[src/rtl/div_unit_seq_pkg.sv]
// Shared definitions for the sequential RV32M divider: op encodings, FSM states
// and the iteration count of the restoring loop.
package div_pkg;

   localparam logic [1:0] DIV_OP_DIV  = 2'b00;
   localparam logic [1:0] DIV_OP_DIVU = 2'b01;
   localparam logic [1:0] DIV_OP_REM  = 2'b10;
   localparam logic [1:0] DIV_OP_REMU = 2'b11;

   localparam int DIV_ITERS = 32;

   typedef enum logic [1:0] {
      DIV_IDLE = 2'd0,
      DIV_CALC = 2'd1,
      DIV_FIX  = 2'd2,
      DIV_DONE = 2'd3
   } div_state_t;

endpackage

[src/rtl/div_unit_seq_alu.sv]
// Execute-stage adder ALU: add, or subtract via inverted operand plus carry-in.
// o_carry is the adder carry-out, so in SUB mode it is set when no borrow occurs.
module div_unit_seq_alu #(
   parameter int XLEN = 32
) (
   input  logic [XLEN-1:0] i_a,
   input  logic [XLEN-1:0] i_b,
   input  logic            i_sub,
   output logic [XLEN-1:0] o_sum,
   output logic            o_carry
);

   logic [XLEN-1:0] w_b;

   assign w_b = i_sub ? ~i_b : i_b;
   assign {o_carry, o_sum} = {1'b0, i_a} + {1'b0, w_b} + {{XLEN{1'b0}}, i_sub};

endmodule

[src/rtl/div_unit_seq.sv]
// Iterative restoring divider for DIV/DIVU/REM/REMU, one quotient bit per clock,
// with start/ready/done handshake and abort for pipeline flushes.
module div_unit_seq
   import div_pkg::*;
#(
   parameter int XLEN = 32
) (
   input  logic            clk,
   input  logic            rst_n,
   input  logic            start,
   input  logic            abort,
   input  logic [1:0]      op,
   input  logic [XLEN-1:0] op1,
   input  logic [XLEN-1:0] op2,
   output logic            ready,
   output logic            busy,
   output logic            done,
   output logic [XLEN-1:0] result,
   output div_state_t      dbg_state
);

   localparam int CW = $clog2(DIV_ITERS);

   div_state_t      r_state;
   div_state_t      w_next;
   logic            r_is_rem;
   logic            r_neg_q;
   logic            r_neg_r;
   // R never exceeds D, so its 33rd bit only exists in the shifted value R'.
   logic [XLEN-1:0] r_r;
   logic [XLEN-1:0] r_q;
   logic [XLEN-1:0] r_d;
   logic [CW-1:0]   r_cnt;
   logic [XLEN-1:0] r_result;

   logic            w_accept;
   logic            w_signed;
   logic [XLEN-1:0] w_abs1;
   logic [XLEN-1:0] w_abs2;
   logic            w_div0;
   logic            w_ovf;
   logic            w_special;
   logic [XLEN-1:0] w_special_res;
   logic [XLEN:0]   w_r_prime;
   logic [XLEN-1:0] w_diff;
   logic            w_carry;
   logic            w_no_borrow;
   logic            w_last;
   logic [XLEN-1:0] w_fix_sel;
   logic            w_fix_neg;
   logic [XLEN-1:0] w_fix_res;

   assign w_accept  = start && ready && !abort;
   assign w_signed  = ~op[0];
   assign w_abs1    = (w_signed && op1[XLEN-1]) ? -op1 : op1;
   assign w_abs2    = (w_signed && op2[XLEN-1]) ? -op2 : op2;
   assign w_div0    = (op2 == '0);
   assign w_ovf     = w_signed && (op1 == {1'b1, {(XLEN-1){1'b0}}}) && (op2 == '1);
   assign w_special = w_div0 || w_ovf;

   always_comb begin
      w_special_res = '0;
      if (w_div0)
         w_special_res = op[1] ? op1 : '1;
      else
         w_special_res = op[1] ? '0 : op1;
   end

   assign w_r_prime = {r_r, r_q[XLEN-1]};

   div_unit_seq_alu #(.XLEN(XLEN)) u_alu (
      .i_a    (w_r_prime[XLEN-1:0]),
      .i_b    (r_d),
      .i_sub  (1'b1),
      .o_sum  (w_diff),
      .o_carry(w_carry)
   );

   assign w_no_borrow = w_r_prime[XLEN] | w_carry;
   assign w_last      = (r_cnt == CW'(DIV_ITERS - 1));
   assign w_fix_sel   = r_is_rem ? r_r : r_q;
   assign w_fix_neg   = r_is_rem ? r_neg_r : r_neg_q;
   assign w_fix_res   = w_fix_neg ? -w_fix_sel : w_fix_sel;

   always_ff @(posedge clk or negedge rst_n) begin
      if (!rst_n) r_state <= DIV_IDLE;
      else        r_state <= w_next;
   end

   always_comb begin
      w_next = r_state;
      if (abort) begin
         w_next = DIV_IDLE;
      end else begin
         case (r_state)
            DIV_IDLE, DIV_DONE: begin
               if (start)      w_next = w_special ? DIV_DONE : DIV_CALC;
               else            w_next = DIV_IDLE;
            end
            DIV_CALC: if (w_last) w_next = DIV_FIX;
            DIV_FIX:  w_next = DIV_DONE;
            default:  w_next = DIV_IDLE;
         endcase
      end
   end

   always_comb begin
      ready = (r_state == DIV_IDLE) || (r_state == DIV_DONE);
      busy  = (r_state == DIV_CALC) || (r_state == DIV_FIX);
      done  = (r_state == DIV_DONE);
   end

   always_ff @(posedge clk or negedge rst_n) begin
      if (!rst_n) begin
         r_is_rem <= 1'b0;
         r_neg_q  <= 1'b0;
         r_neg_r  <= 1'b0;
         r_r      <= '0;
         r_q      <= '0;
         r_d      <= '0;
         r_cnt    <= '0;
         r_result <= '0;
      end else if (w_accept) begin
         r_is_rem <= op[1];
         r_neg_q  <= w_signed && (op1[XLEN-1] ^ op2[XLEN-1]);
         r_neg_r  <= w_signed && op1[XLEN-1];
         r_q      <= w_abs1;
         r_d      <= w_abs2;
         r_r      <= '0;
         r_cnt    <= '0;
         if (w_special) r_result <= w_special_res;
      end else if (!abort && r_state == DIV_CALC) begin
         r_q   <= {r_q[XLEN-2:0], w_no_borrow};
         r_r   <= w_no_borrow ? w_diff : w_r_prime[XLEN-1:0];
         r_cnt <= r_cnt + 1'b1;
      end else if (!abort && r_state == DIV_FIX) begin
         r_result <= w_fix_res;
      end
   end

   assign result    = r_result;
   assign dbg_state = r_state;

endmodule

[config.mk]
export PLATFORM = sky130hd
export DESIGN_NAME = div_unit_seq
export DESIGN_NICKNAME = d
export VERILOG_FILES = /design/src/rtl/div_unit_seq_pkg.sv /design/src/rtl/div_unit_seq_alu.sv /design/src/rtl/div_unit_seq.sv
export SDC_FILE = /design/constraint.sdc
export NUM_CORES = 1
export LEC_CHECK = 0
export BUFFER_PORTS_ARGS = -buffer_cell sky130_fd_sc_hd__buf_2
export CELL_PAD_IN_SITES_DETAIL_PLACEMENT = 0
export CELL_PAD_IN_SITES_GLOBAL_PLACEMENT = 1
export CORE_UTILIZATION = 41
export CTS_CLUSTER_SIZE = 20
export DETAILED_ROUTE_END_ITERATION = 8
export HOLD_SLACK_MARGIN = 0.08
export PLACE_DENSITY_LB_ADDON = 0.1
export SLEW_MARGIN = 20
export SYNTH_ARGS = -nofsm -noshare
export SYNTH_HDL_FRONTEND = slang
export SYNTH_SLANG_ARGS = --single-unit
[constraint.sdc]
create_clock -name clk -period 3.86 [get_ports clk]
set_clock_uncertainty 0.15 [all_clocks]
set_input_delay 0.772 -clock clk [delete_from_list [all_inputs] [get_ports clk]]
set_output_delay 0.772 -clock clk [all_outputs]
set_load 0.005 [all_outputs]
==> metrics <==
total design power 8100 uW; Fmax 279 MHz; Reg2Reg Depth 15; vias in the first global route 9212; commonest non-fill, non-tap cell in the layout dfrtp_1; Hold Buf Count CTS 0; depth of the CTS H-tree 4; CP required 4.02 ns; largest net degree at the start of global routing 79; Clock Path Buffers 2; Tot GR Track Use 24.6%; RSZ-0062 raised after global routing no; status finished clean; Root Driver clkbuf_16; GPL Wtd Cong 0.905; worst r2r dst r_r[16]; Synth Flop Type dfrtp_1; initial antenna violation count 0; Synth top area share 32.8%; clk_lat worst skew 0.43 ns; crit path cell chain inv_1, ha_1, inv_1, fa_1, a211oi_1, o211ai_1, a211oi_1, buf_4, o22ai_1, o211ai_1, buf_4, and2_1, buf_12, o21ai_0, a22o_1; Synth area leaders dfrtp_1 (33%), o21ai_0 (6.0%), ha_1 (4.9%); Post-route DRC 0; RR Startpoint r_q[31]; Die Span X 162 um; Initial Utilization 41.8%; Register Area 3450 um^2; Synth cell types 66; final hold violation count 0; n_diodes 0; Final Critical Period 3.58 ns; Hold Crit Class input pin to asynchronous set/reset pin; actual slew at the worst max-slew pin 0.783 ns; Die Y 162 um; port buffer count 106; nets@finish 1506; share of post-route cells with drive strength above 1 16.4%; CP max FO 24; r2r setup slk 0.28 ns; area grow syn2layout 16.6%; final period utilization 92.8%; Pre-antenna DRT Iters 7; via density per instance 5.62; pwr dens 660 nW/um^2; DRT antenna net count 0; Site Rows 58; # setup viols final 0; CTS-repair resized insts 0; first-pass GRT wire length 50700 um; Slowest Stage Delay on Critical Path 0.45 ns; synth warn 0; Syn Area/Cell 8.17 um^2; #FFs+latches synth 138; # clock sinks 138; HPWL Detailed 24000 um; io pins 107; Fill cells 2528; CTS tree done; # Post-CTS Setup Buffers 0; number of flops mapped to enable cells by yosys 0; CP endpoint kind flip-flop; area of the multi-input gates 6560 um^2; Congestion Overflow GR 0; via count 9763; clk slew on worst S/H paths 0.07 ns; Mapped Cells 1288; peak supply drop 0.301 mV; CTS Buf Count 17; P_leak 0.00541 uW; DRT iter0 DRCs 730; Async SR Flop Fraction 100%; Synth Cell Area 10500 um^2; Hold WS 0.213 ns; Syn Nets 1400; most frequent cells in the layout dfrtp_1 (137), nand2_1 (133), o21ai_0 (126); WS Path Type flip-flop to flip-flop; Synth area leader dfrtp_1; core area 25200 um^2; drt total wl 31600 um; wire length per cell 18.2 um; CP Data Arrival Time 3.74 ns; CP max-delay cell dfrtp_1; maxcap violations 0; sequential fraction of the synthesis area 32.8%; Final Slew Violations 0; die area 26300 um^2; CP Launch Type flip-flop; Max-slew headroom 47.8%
state kept, by name, indices dropped and copies added (netlist names):
| register | flops |
|---|---|
| result | 32 |
| r_is_rem | 1 |
| r_q | 32 |
| r_cnt | 5 |
| r_r | 32 |
| r_neg_r | 1 |
| r_d | 32 |
| dbg_state | 2 |
| r_neg_q | 1 |
cells by family after synthesis:
logic type / after synthesis / synth area share (%)
multiplexers: 39 / 3.79
XOR/XNOR: 109 / 9.07
AO/OA/AOI/OAI: 403 / 24.3
adder cells (fa/ha/maj): 42 / 5.06
buffers and inverters: 136 / 5.40
flip-flops: 138 / 32.8
AND/OR/NAND/NOR: 421 / 19.6
power breakdown:
part / switching (uW) / total, uW / internal, uW
clock: 666 / 1700 / 1030
sequential: 405 / 2370 / 1960
combinational: 2400 / 4040 / 1640
total: 3470 / 8100 / 4640
final cells by class:
cell class	count	share of cell area (%)
Multi-Input combinational cell	1014	53.4
Sequential cell	138	28.1
Timing Repair Buffer	164	8.43
Clock buffer	20	3.64
Tap cell	330	3.36
Inverter	59	1.80
Clock inverter	12	1.21
critical path: cells and delay by family (launching register included):
| kind | cells | cell delay (ns) |
|---|---|---|
| DFF | 1 | 0.45 |
| buffers and inverters | 5 | 0.68 |
| adders and majority gates | 2 | 0.55 |
| and+or+nand+nor | 1 | 0.20 |
| AOI/OAI and AO/OA | 7 | 1.42 |
metal layers:
metal  GRT usage (%)  part of all wire [%]
met2            37.6                    44
met3            2.86                   4.1
met4            6.09                   1.4
met5               0                     0
met1            36.5                    51
Yosys cell counts (all sizes together), types with 12 or more instances:
cell	instances
nand4	21
xor2	56
dfrtp	138
nor3	30
o211ai	28
o21ai	128
a21o	16
a31oi	25
a22oi	31
nor2	74
xnor2	53
nand2b	12
clkbuf	60
ha	41
nand2	133
or3	13
inv	59
nand3	73
a21oi	86
o31ai	13
mux2i	32
buf	17
metrics by stage:
stage | util [%] | setup slack, ns | instances | cell area (um^2) | TNS [ns]
2_1_floorplan | - | 0.0528 | 1288 | 10500 | 0
3_3_place_gp | 46.4 | 0.0241 | 1705 | 11700 | 0
3_5_place_dp | 46.4 | -0.00621 | 1705 | 11700 | -0.0184
4_1_cts | 48.7 | 0.328 | 1737 | 12300 | 0
5_1_grt | 48.7 | 0.0949 | 1737 | 12300 | 0
6_report | 48.7 | 0.279 | 1737 | 12300 | 0
worst max-delay path by stage:
stage | depth (start not counted) | from | slack [ns] | endpoint
after CTS | 15 | r_q[31] | 0.33 | r_r[16]
after detailed placement | 11 | op1[16] | -0.006 | result[3]
after global routing | 15 | r_q[31] | 0.09 | r_r[16]
after global placement | 11 | op1[16] | 0.02 | result[4]
after floorplan | 14 | r_is_rem | 0.05 | result[28]
final | 15 | r_q[31] | 0.28 | r_r[16]
No activity file was read; power rests on OpenSTA's default activity.
